===== src/rtl/ue14500_pkg.sv =====
// Shared definitions for the ue14500 sequencer: opcode encodings and
// instruction-word field positions.
package ue14500_pkg;

    typedef enum logic [3:0] {
        OP_NOP0 = 4'b0000,
        OP_LD   = 4'b0001,
        OP_ADD  = 4'b0010,
        OP_SUB  = 4'b0011,
        OP_ONE  = 4'b0100,
        OP_NAND = 4'b0101,
        OP_OR   = 4'b0110,
        OP_XOR  = 4'b0111,
        OP_STO  = 4'b1000,
        OP_STOC = 4'b1001,
        OP_IEN  = 4'b1010,
        OP_OEN  = 4'b1011,
        OP_JMP  = 4'b1100,
        OP_RTN  = 4'b1101,
        OP_SKZ  = 4'b1110,
        OP_NOPF = 4'b1111
    } opcode_t;

    // Instruction word layout: {opcode[3:0], operand[PC_W-1:0]}
    localparam int OPC_W   = 4;
    localparam int OPR_LSB = 0;

    // Opcode field sits directly above the operand field.
    function automatic int opc_lsb(input int pc_w);
        return OPR_LSB + pc_w;
    endfunction

endpackage


===== src/rtl/ue14500_ret_stack.sv =====
// Return-address LIFO. Only the pointer is reset; entry contents are
// meaningless until pushed. Pushes when full and pops when empty are
// dropped here; the caller flags the error.
module ue14500_ret_stack #(
    parameter int W     = 8,
    parameter int DEPTH = 4
) (
    input  logic         clk,
    input  logic         rst_n,
    input  logic         push,
    input  logic         pop,
    input  logic [W-1:0] push_data,
    output logic [W-1:0] top,
    output logic         full,
    output logic         empty
);
    localparam int AW = $clog2(DEPTH);
    localparam logic [AW:0] FULL_SP = (AW+1)'(DEPTH);

    logic [AW:0]   sp;
    logic [W-1:0]  mem [DEPTH];
    logic [AW-1:0] wr_idx;
    logic [AW-1:0] top_idx;

    assign wr_idx  = sp[AW-1:0];
    assign top_idx = wr_idx - AW'(1);
    assign top     = mem[top_idx];
    assign full    = (sp == FULL_SP);
    assign empty   = (sp == '0);

    // Stack pointer: count entries, saturating at both ends.
    always_ff @(posedge clk or negedge rst_n) begin
        if (!rst_n) begin
            sp <= '0;
        end else if (push && !full) begin
            sp <= sp + (AW+1)'(1);
        end else if (pop && !empty) begin
            sp <= sp - (AW+1)'(1);
        end
    end

    // Entry storage: written only on an accepted push.
    always_ff @(posedge clk) begin
        if (push && !full) begin
            mem[wr_idx] <= push_data;
        end
    end

endmodule


===== src/rtl/ue14500_sequencer.sv =====
// Instruction sequencer for the ue14500 ICU: fetches from an async ROM,
// registers opcode/operand for the ICU and acts on the ICU's JMP/RTN/F
// decode of the instruction currently on ins_out.
//
// run is a plain level enable, not a handshake: while run=1 one word is
// issued per edge, while run=0 NOP0 is issued and pc holds. Flag actions
// (jump, return, halt) happen at the edge regardless of run.
module ue14500_sequencer
    import ue14500_pkg::*;
#(
    parameter int PC_W      = 8,
    parameter int DEPTH     = 4,
    parameter bit HALT_ON_F = 1'b1
) (
    input  logic                  clk,
    input  logic                  rst_n,
    input  logic                  run,
    output logic [PC_W-1:0]       mem_addr,
    input  logic [OPC_W+PC_W-1:0] mem_data,
    output logic [OPC_W-1:0]      ins_out,
    output logic [PC_W-1:0]       io_sel,
    input  logic                  jmp_flag,
    input  logic                  rtn_flag,
    input  logic                  flag_f,
    output logic                  halted,
    output logic                  stk_err
);
    localparam int OPC_LSB = opc_lsb(PC_W);

    logic [PC_W-1:0]  pc, pc_d;
    logic [PC_W-1:0]  iss_pc, iss_pc_d;
    logic [PC_W-1:0]  io_sel_d;
    logic [OPC_W-1:0] ins_d;
    logic             halted_d, stk_err_d;
    logic             push, pop;
    logic [PC_W-1:0]  stk_top;
    logic             stk_full, stk_empty;
    logic [OPC_W-1:0] fetch_op;
    logic [PC_W-1:0]  fetch_opr;

    assign mem_addr  = pc;
    assign fetch_op  = mem_data[OPC_LSB +: OPC_W];
    assign fetch_opr = mem_data[OPR_LSB +: PC_W];

    ue14500_ret_stack #(
        .W     (PC_W),
        .DEPTH (DEPTH)
    ) u_ret_stack (
        .clk       (clk),
        .rst_n     (rst_n),
        .push      (push),
        .pop       (pop),
        .push_data (iss_pc + PC_W'(1)),
        .top       (stk_top),
        .full      (stk_full),
        .empty     (stk_empty)
    );

    // Next-state: halt freezes everything; otherwise jmp > rtn > flag_f > issue.
    // Every non-issue path emits a NOP0 bubble and leaves iss_pc alone.
    always_comb begin
        pc_d      = pc;
        iss_pc_d  = iss_pc;
        ins_d     = OP_NOP0;
        io_sel_d  = '0;
        halted_d  = halted;
        stk_err_d = stk_err;
        push      = 1'b0;
        pop       = 1'b0;
        if (halted) begin
            // frozen until reset
        end else if (jmp_flag) begin
            pc_d = io_sel;
            if (stk_full) stk_err_d = 1'b1;
            else          push      = 1'b1;
        end else if (rtn_flag) begin
            if (stk_empty) begin
                pc_d      = '0;
                stk_err_d = 1'b1;
            end else begin
                pc_d = stk_top;
                pop  = 1'b1;
            end
        end else if (flag_f && HALT_ON_F) begin
            halted_d = 1'b1;
        end else if (run) begin
            ins_d    = fetch_op;
            io_sel_d = fetch_opr;
            iss_pc_d = pc;
            pc_d     = pc + PC_W'(1);
        end
    end

    // State registers, all cleared by the asynchronous reset.
    always_ff @(posedge clk or negedge rst_n) begin
        if (!rst_n) begin
            pc      <= '0;
            iss_pc  <= '0;
            ins_out <= OP_NOP0;
            io_sel  <= '0;
            halted  <= 1'b0;
            stk_err <= 1'b0;
        end else begin
            pc      <= pc_d;
            iss_pc  <= iss_pc_d;
            ins_out <= ins_d;
            io_sel  <= io_sel_d;
            halted  <= halted_d;
            stk_err <= stk_err_d;
        end
    end

endmodule


===== config.mk =====
export PLATFORM = sky130hd
export DESIGN_NAME = ue14500_sequencer
export DESIGN_NICKNAME = d
export VERILOG_FILES = /design/src/rtl/ue14500_pkg.sv /design/src/rtl/ue14500_ret_stack.sv /design/src/rtl/ue14500_sequencer.sv
export SDC_FILE = /design/constraint.sdc
export NUM_CORES = 1
export LEC_CHECK = 0
export CAP_MARGIN = 0
export CORE_AREA = 2 2 85 87
export CTS_BUF_LIST = sky130_fd_sc_hd__clkbuf_4
export CTS_CLUSTER_DIAMETER = 50
export CTS_CLUSTER_SIZE = 8
export DETAILED_ROUTE_END_ITERATION = 8
export DIE_AREA = 0 0 87 89
export PLACE_DENSITY = 0.65
export SYNTH_ARGS = -nofsm -noshare
export SYNTH_HDL_FRONTEND = slang
export SYNTH_SLANG_ARGS = --single-unit

===== constraint.sdc =====
create_clock -name clk -period 3.75 [get_ports clk]
set_input_delay 0.75 -clock clk [delete_from_list [all_inputs] [get_ports clk]]
set_output_delay 0.75 -clock clk [all_outputs]
set_load 0.005 [all_outputs]

==> results of run 1 <==
-- cell usage after synthesis (2+ instances only) --
cell type	number
and2_1	17
a31oi_1	2
a22oi_1	2
clkbuf_1	4
a21oi_1	6
dfrtp_1	33
o22ai_1	3
nand2_1	10
edfxtp_1	32
and3_1	3
mux2_2	6
buf_2	2
o211ai_1	4
buf_6	2
nand2b_1	4
nor2_1	4
a211oi_1	2
o21ai_0	7
inv_1	6
nor3_1	4
nand3_1	7
ha_1	7
and4_1	3
xor2_1	3
xnor2_1	9
mux4_1	7
-- cell families after synthesis --
family          synth area share
compound gates           0.08221
simple gates              0.1142
xor+xnor                 0.03635
mux                      0.09476
buf+inv                  0.02423
flops                     0.6179
fa+ha+maj                0.03029
-- per-stage QoR --
| stage | cells | util | hold slack [ns] |
|---|---|---|---|
| floorplan | 205 | - | 0.4544 |
| global placement | 319 | 0.5009 | 0.4654 |
| detailed placement | 319 | 0.5009 | 0.4613 |
| CTS | 335 | 0.5277 | 0.4917 |
| global route | 335 | 0.5277 | 0.5043 |
| finish | 335 | 0.5277 | 0.4857 |
-- power breakdown --
part	total (mW)	switching, mW	internal (mW)
Combinational	0.526	0.231	0.295
Sequential	0.972	0.133	0.838
Clock	0.597	0.254	0.343
-- routing by layer --
layer / vias to the layer above / global-route usage
met5: - / 0
met3: 7 / 0.04524
li1: 871 / -
met1: 854 / 0.2160
met4: 0 / 0.07244
met2: 45 / 0.2283
-- layout by cell type, fill, tap and decap left out, types with 2 or more instances in the layout --
master	n
a211oi_1	2
a21oi_1	6
a22oi_1	2
a31oi_1	2
and2_1	17
and3_1	3
and4_1	3
buf_4	3
bufinv_16	3
clkbuf_4	10
clkdlybuf4s50_1	39
dfrtp_1	33
edfxtp_1	32
ha_1	7
inv_1	6
mux2_2	6
mux4_1	7
nand2_1	10
nand2b_1	4
nand3_1	7
nor2_1	4
nor3_1	4
o211ai_1	4
o21ai_0	7
o22ai_1	3
xnor2_1	9
xor2_1	3
-- flip-flops by register name (all words and copies together), names as in the netlist --
signal,count
halted,1
ins_out,4
io_sel,8
iss_pc,8
mem_addr,8
stk_err,1
u_ret_stack.mem,32
u_ret_stack.sp,3
-- worst register-to-register path, delay by kind of cell (launching register included) --
family / cells / cell delay [ns]
adder cells (fa/ha/maj): 1 / 0.30
buffers and inverters: 1 / 0.18
flip-flops: 1 / 0.69
AO/OA/AOI/OAI: 1 / 0.47
AND/OR/NAND/NOR: 1 / 0.50
-- final cells by class --
cell class / count / area, um^2 / share of cell area
clock buffer: 10 / 75.07 / 0.02117
clock inverter: 6 / 105.1 / 0.02964
inverter: 6 / 22.52 / 0.006351
multi-input combinational: 126 / 1044 / 0.2943
sequential: 65 / 1787 / 0.5039
tap: 80 / 100.1 / 0.02823
timing repair buffer: 42 / 412.9 / 0.1164
-- path summary, 6_finish.rpt --
path                                                from                         endpoint  slack [ns]  depth (start not counted)
max                        u_ret_stack.sp[0]$_DFFE_PN0P_  u_ret_stack.mem[1][4]$_DFFE_PP_        1.23                          4
min                                  stk_err$_DFFE_PN0P_              stk_err$_DFFE_PN0P_        0.49                          1
max reg2reg                u_ret_stack.sp[0]$_DFFE_PN0P_  u_ret_stack.mem[1][4]$_DFFE_PP_        1.23                          4
min reg2reg                          stk_err$_DFFE_PN0P_              stk_err$_DFFE_PN0P_        0.49                          1
max in group asynchronous                          rst_n            iss_pc[5]$_DFFE_PN0P_        2.72                          2
min in group asynchronous                          rst_n    u_ret_stack.sp[1]$_DFFE_PN0P_        0.73                          2
==> results.tsv, run 1 <==
stage	metric	value	unit
place	Port-buffer cells	39	
timing	max-slew violation count	0	
die	Die X	87	um
yosys	Post-synth EDFFs	32	
yosys	Mean Syn Cell Area	14.10	um^2
drt	routed wl met3	282	um
power	Max IR drop VDD	202.2	uV
grt	Tot GR Track Use	0.1563	
clock_tree	CTS tree	yes	
drt	DRT Pass-1 Iters	4	
clock_tree	clock buffer depth	2	
yosys	Yosys top cell area share	0.3323	
timing	Tightest Pin Transition	0.7010	ns
timing	setup violators final	0	
drt	Iter 0 DRT Violations	82	
drt	WL final	5.679	mm
grt	initial antenna violation count	0	
timing	Setup WS post-layout	1.230	ns
power	Lkg Pwr	1.396	nW
die	Rows	30	
critical_path	WS Path Type	register to register	
clock_tree	Post-CTS Setup Repair Bufs	0	
timing	crit share post-route	0.6719	
drt	wire length on met2	2.619	mm
yosys	Synth area leader	edfxtp_1	
drt	WL met1	2.664	mm
power	PwrDens	590.7	nW/um^2
clock_tree	Worst-Skew Late Latency	0.41	ns
drt	DR vias	1777	
power	Final Power	2.095	mW
place	Post-DP HPWL	4.056	mm
yosys	Syn. warnings	0	
critical_path	CP max stage delay	0.69	ns
timing	Final min period	2.520	ns
place	pre-CTS setup slack	0.9200	ns
clock_tree	Num CTS Buffers	9	
timing	FMAX	0.3969	GHz
grt	Congestion Overflow GR	0	
drt	top routing layer in use	met4	
die	die area	7743	um^2
drt	routed len/inst	16.95	um
clock_tree	clock sink total	65	
die	initial core utilization	0.4304	
layout	post-route cell area	3546	um^2
critical_path	cell family with most CP delay	flip-flops	
place	Placer Congestion	0.8619	
critical_path	worst-path cell chain	inv_1 -> ha_1 -> a21oi_1 -> and2_1	
clock_tree	H-tree Lvls	3	
critical_path	Worst Path Required	3.80	ns
place	DP Area	3366	um^2
layout	ant diodes	0	
min_path	hold crit path type	register to register	
layout	area grow syn2layout	22.63	%
yosys	Synth async-reset ratio	0.5077	
critical_path	Max FO, Critical Path	12	
timing	setup TNS	0	ns
yosys	register area share after synthesis	0.6179	
run	Max-Cap Viols	0	
outcome	status	finished, final reports clean	
grt	first-pass GRT wire length	8.804	mm
layout	layout cell share with drive strength beyond 1	0.1176	
die	Die Span Y	89	um
yosys	Post-Syn Area	2892	um^2
yosys	synth top area cells	edfxtp_1 33%, dfrtp_1 29%, mux4_1 6.4%	
layout	filler cell count	552	
clock_tree	clk root buf	clkbuf_4	
drt	DRC Markers	0	
yosys	Seq cells post-synth	65	
clock_tree	post_cts resized	0	
critical_path	Worst Path Arrival	2.57	ns
clock_tree	cts hold-fix bufs	0	
critical_path	startpoint types	register	
timing	clock skew	0.02107	ns
yosys	post-synthesis net count	230	
timing	Hold Fails Final Rpt	0	
critical_path	CP Buf/Inv Count	1	
grt	vias in the first global route	1711	
yosys	Post-synth top flop	dfrtp_1	
layout	Total Nets Final	275	
drt	routed vias/inst	5.304	
clock_tree	clk slew on worst S/H paths	0.11	ns
yosys	library cells used by synthesis	42	
die	Ports	40	
grt	largest net degree at the start of global routing	34	
critical_path	crit end category	register	
die	core area	6719	um^2
timing	Rel. slew slack	0.5292	
yosys	Synth Instances	205	
drt	ANT nets after route	0	
timing	RSZ-0062 raised after global routing	false	
critical_path	Worst path slowest cell	dfrtp_1	
Note: power is estimated with default switching activity, not from simulation.
==> run 2, diff against run 1 <==
Settings changed: PLACE_DENSITY 0.65 to 0.67.
Clock period 3.75 ns to 2.3 ns, I/O delays scaled along.
==> run 2 against run 1 <==
Net effect:
- clock power increased by 24%
- die area unchanged
- sequential power increased by 58%
- sequential cell count unchanged
- sequential share of layout area decreased by 0.56 points
- cell count increased by 3.3%
- global-route usage increased by 0.83 points
- critical path type unchanged
==> results.tsv, run 2 (same netlist as run 1, synthesis figures left out) <==
stage	metric	value	unit
power	Psw	1.014	mW
power	Lkg Pwr	1.423	nW
clock_tree	clk root buf	clkbuf_4	
grt	initial antenna violation count	0	
power	Reg power frac	0.482	
clock_tree	CTS tree	yes	
clock_tree	cts hold-fix bufs	0	
clock_tree	post_cts resized	0	
layout	Top reg by flops	u_ret_stack.mem	
timing	RSZ-0062 raised after global routing	false	
outcome	status	finished, final reports clean	
drt	Iter 0 DRT Violations	141	
critical_path	crit end category	register	
drt	DRC Markers	0	
timing	clock skew	0.009340	ns
critical_path	Max FO, Critical Path	8	
critical_path	WS Path Type	register to register	
critical_path	CP max stage delay	0.51	ns
drt	DR vias	1875	
run	Max-Cap Viols	0	
place	Port-buffer cells	39	
layout	filler cell count	551	
timing	setup violators final	0	
layout	ant diodes	0	
grt	Congestion Overflow GR	0	
layout	area of the multi-input gates	1044	um^2
grt	Tot GR Track Use	0.1645	
layout	commonest non-fill, non-tap cell in the layout	clkdlybuf4s50_1	
drt	routed len/inst	16.33	um
clock_tree	Post-CTS Setup Repair Bufs	0	
critical_path	Worst path slowest cell	ha_1	
timing	crit share post-route	0.8898	
clock_tree	clock buffer depth	2	
clock_tree	clock sink total	65	
die	die area	7743	um^2
timing	Hold Fails Final Rpt	0	
place	Post-DP HPWL	4.021	mm
power	Max IR drop VDD	337.8	uV
drt	WL final	5.650	mm
die	initial core utilization	0.4304	
timing	Rel. slew slack	0.7183	
critical_path	cell family with most CP delay	adder cells	
critical_path	Worst Path Arrival	2.34	ns
die	Die Span Y	89	um
layout	area grow syn2layout	24.02	%
layout	Total Nets Final	286	
timing	max-slew violation count	0	
layout	most frequent cells in the layout	39 x clkdlybuf4s50_1, 33 x dfrtp_1, 32 x edfxtp_1	
timing	FMAX	0.4886	GHz
clock_tree	H-tree Lvls	3	
min_path	hold crit path type	input pin to async pin	
drt	ANT nets after route	0	
grt	largest net degree at the start of global routing	34	
grt	first-pass GRT wire length	9.301	mm
critical_path	worst-path cell chain	inv_1 -> ha_1 -> mux4_1 -> nand3_1 -> a21oi_1 -> o221a_2	
critical_path	Worst Path Required	2.60	ns
layout	Post-Route Utilization	0.5337	
power	PwrDens	893.3	nW/um^2
die	core area	6719	um^2
layout	layout cell share with drive strength beyond 1	0.1504	
clock_tree	Num CTS Buffers	9	
die	Die X	87	um
layout	number of flip-flops in the largest register	32	
power	Logic pwr share	0.287	
clock_tree	clk slew on worst S/H paths	0.11	ns
power	clock group share of total power	0.231	
timing	Final min period	2.047	ns
critical_path	CP Buf/Inv Count	1	
layout	Reg area	1787	um^2
power	Int Pwr	2.189	mW
clock_tree	Worst-Skew Late Latency	0.41	ns
critical_path	startpoint types	register	
timing	Tightest Pin Transition	0.4226	ns
drt	DRT Pass-1 Iters	4	
die	Rows	30	
timing	setup TNS	0	ns
grt	vias in the first global route	1827	
power	sw frac	0.3165	
die	Ports	40	
place	Placer Congestion	0.8352	
drt	routed vias/inst	5.419	
-- run 2: power by group through the flow --
stage | Sequential, mW | Clock [mW] | Combinational (mW)
6_report | 1.54 | 0.740 | 0.920
3_3_place_gp | 1.56 | 0 | 0.924
4_1_cts | 1.54 | 0.764 | 0.941
5_1_grt | 1.57 | 0.827 | 1.02
2_1_floorplan | 1.53 | 0 | 0.579
3_5_place_dp | 1.56 | 0 | 0.936
-- run 2: metal layers --
metal	wire, um	global-route usage
met3	313	0.06002
met1	2533	0.2170
met5	0	0
met4	63	0.04688
met2	2741	0.2582
-- run 2: final cells by class --
| type | count | area share |
|---|---|---|
| clock buffers | 9 | 0.01884 |
| clock inverters | 7 | 0.01954 |
| inverters | 6 | 0.006281 |
| multi-input cells | 126 | 0.2910 |
| flip-flops and latches | 65 | 0.4983 |
| well taps | 80 | 0.02791 |
| repair buffers | 53 | 0.1382 |
-- run 2: final timing paths --
kind / to / startpoint / depth (start not counted) / slack, ns
max: mem_addr[5]$_DFFE_PN0P_ / u_ret_stack.sp[1]$_DFFE_PN0P_ / 6 / 0.25
min in group clk: stk_err$_DFFE_PN0P_ / stk_err$_DFFE_PN0P_ / 1 / 0.49
min: io_sel[5]$_DFF_PN0_ / rst_n / 2 / 0.44
max in group asynchronous: mem_addr[7]$_DFFE_PN0P_ / rst_n / 2 / 1.56
max reg2reg: mem_addr[5]$_DFFE_PN0P_ / u_ret_stack.sp[1]$_DFFE_PN0P_ / 6 / 0.25
min reg2reg: stk_err$_DFFE_PN0P_ / stk_err$_DFFE_PN0P_ / 1 / 0.49
-- run 2: per-stage QoR --
| step | power [mW] | area, um^2 | setup slack (ns) | instances | hold WS, ns |
|---|---|---|---|---|---|
| global placement | 2.486 | 3448 | 0.2013 | 330 | 0.4652 |
| floorplan | 2.105 | 2892 | 0.2684 | 205 | 0.1644 |
| global route | 3.416 | 3586 | 0.1329 | 346 | 0.4299 |
| detailed placement | 2.495 | 3448 | 0.1993 | 330 | 0.4718 |
| CTS | 3.244 | 3586 | 0.2329 | 346 | 0.4362 |
| finish | 3.203 | 3586 | 0.2535 | 346 | 0.4412 |
==> run 3, diff against run 2 <==
==> constraint.sdc (replaced) <==
create_clock -name clk -period 2.3 [get_ports clk]
set_input_delay 0.46 -clock clk [delete_from_list [all_inputs] [get_ports clk]]
set_output_delay 0.46 -clock clk [all_outputs]
set_load 0.01 [all_outputs]
==> run 3 against run 2 <==
Net effect:
- clock skew up 0.00063 ns
- die area is the same
- combinational power rose by 4.0%
- highest routed layer unchanged
- sequential power barely moved
- critical path depth fell by 1
- hold slack better by 0.0073 ns
- routed wire length grew 5.8%
- largest power group unchanged
- critical endpoint is now mem_addr[0]$_DFFE_PN0P_
- cell area decreased by 0.42%
==> results.tsv, run 3 (same netlist as run 1, synthesis figures left out) <==
stage	metric	value	unit
critical_path	CP Buf/Inv Count	1	
critical_path	WS Path Type	register to register	
clock_tree	clk root buf	clkbuf_4	
timing	Hold Fails Final Rpt	0	
place	pre-CTS setup slack	0.01513	ns
layout	commonest non-fill, non-tap cell in the layout	clkdlybuf4s50_1	
die	Ports	40	
die	die area	7743	um^2
drt	DRC Markers	0	
clock_tree	H-tree Lvls	3	
timing	RSZ-0062 raised after global routing	false	
clock_tree	CTS tree	yes	
drt	routed vias/inst	5.442	
clock_tree	post_cts resized	0	
grt	largest net degree at the start of global routing	34	
critical_path	startpoint types	register	
critical_path	FF-to-FF Start	u_ret_stack.sp[1]$_DFFE_PN0P_	
power	Lkg Pwr	1.413	nW
layout	most frequent cells in the layout	39 x clkdlybuf4s50_1, 33 x dfrtp_1, 32 x edfxtp_1	
timing	Final min period	2.097	ns
critical_path	CP startpoint	u_ret_stack.sp[1]$_DFFE_PN0P_	
drt	DR vias	1872	
grt	Congestion Overflow GR	0	
critical_path	Worst Path Required	2.59	ns
critical_path	cell family with most CP delay	adder cells	
timing	Setup WS post-layout	0.2029	ns
layout	ant diodes	0	
layout	layout cell share with drive strength beyond 1	0.1439	
critical_path	Worst path slowest cell	ha_1	
power	PwrDens	910.5	nW/um^2
clock_tree	cts hold-fix bufs	0	
place	Placer Congestion	0.8451	
grt	vias in the first global route	1858	
timing	setup violators final	0	
power	Max IR drop VDD	340.1	uV
clock_tree	clock sink total	65	
grt	Tot GR Track Use	0.1679	
critical_path	CP max stage delay	0.51	ns
layout	filler cell count	575	
critical_path	worst-path cell chain	inv_1 -> ha_1 -> mux4_2 -> a2111oi_2 -> nor3_1	
min_path	hold crit path type	input pin to async pin	
grt	initial antenna violation count	0	
clock_tree	clock buffer depth	2	
critical_path	Worst Path Arrival	2.39	ns
timing	clock skew	0.009970	ns
drt	DRT Pass-1 Iters	4	
grt	first-pass GRT wire length	9.466	mm
drt	WL final	5.976	mm
clock_tree	Num CTS Buffers	9	
timing	setup TNS	0	ns
critical_path	Max FO, Critical Path	8	
clock_tree	clk slew on worst S/H paths	0.11	ns
timing	max-slew violation count	0	
drt	Iter 0 DRT Violations	97	
run	Max-Cap Viols	0	
timing	Rel. slew slack	0.6033	
critical_path	crit end category	register	
timing	Tightest Pin Transition	0.5867	ns
die	core area	6719	um^2
place	Post-DP HPWL	4.238	mm
timing	FMAX	0.4769	GHz
layout	area grow syn2layout	23.50	%
die	initial core utilization	0.4304	
timing	crit share post-route	0.9118	
outcome	status	finished, final reports clean	
layout	number of flip-flops in the largest register	32	
layout	Top reg by flops	u_ret_stack.mem	
drt	ANT nets after route	0	
drt	routed len/inst	17.37	um
die	Rows	30	
die	Die X	87	um
clock_tree	Worst-Skew Late Latency	0.40	ns
place	Port-buffer cells	39	
layout	Total Nets Final	284	
die	Die Span Y	89	um
clock_tree	Post-CTS Setup Repair Bufs	0	
==> run 3: cell types whose count changed in the layout (fill, tap and decap cells not counted) <==
cell   delta
buf_4     -2
==> run 3: through the flow <==
stage / utilization / hold WS [ns] / power (mW) / instances / cell area, um^2
finish: 0.5315 / 0.4485 / 3.251 / 344 / 3571
global placement: 0.5110 / 0.4610 / 2.512 / 328 / 3433
CTS: 0.5315 / 0.4407 / 3.290 / 344 / 3571
floorplan: - / 0.1644 / 2.130 / 205 / 2892
global route: 0.5315 / 0.4802 / 3.443 / 344 / 3571
detailed placement: 0.5110 / 0.4657 / 2.534 / 328 / 3433
==> run 3: cell type report <==
class,count,area (um^2),area share
flip-flops and latches,65,1787,0.5004
multi-input cells,126,1044,0.2922
repair buffers,51,480.5,0.1345
well taps,80,100.1,0.02803
clock inverters,7,70.07,0.01962
clock buffers,9,67.56,0.01892
inverters,6,22.52,0.006307
==> run 3: report_power, final <==
group          switching [mW]  internal [mW]
logic                   0.464          0.493
registers               0.176           1.37
clock network           0.421          0.329
==> run 3: per-layer routing <==
layer	vias to the layer above	track usage	part of all wire
met5	-	0	0
met4	0	0.04830	0.0055
met3	4	0.05355	0.059
met2	58	0.2734	0.51
met1	928	0.2176	0.43
li1	882	-	-
==> run 3: worst paths after layout <==
| kind | cells past startpoint | to | slack, ns |
|---|---|---|---|
| min in group clk | 1 | stk_err$_DFFE_PN0P_ | 0.49 |
| worst min-delay path | 2 | u_ret_stack.sp[0]$_DFFE_PN0P_ | 0.45 |
| worst max register to register | 5 | mem_addr[0]$_DFFE_PN0P_ | 0.20 |
| worst max-delay path | 5 | mem_addr[0]$_DFFE_PN0P_ | 0.20 |
| worst min register to register | 1 | stk_err$_DFFE_PN0P_ | 0.49 |
| max in group asynchronous | 2 | iss_pc[7]$_DFFE_PN0P_ | 1.54 |
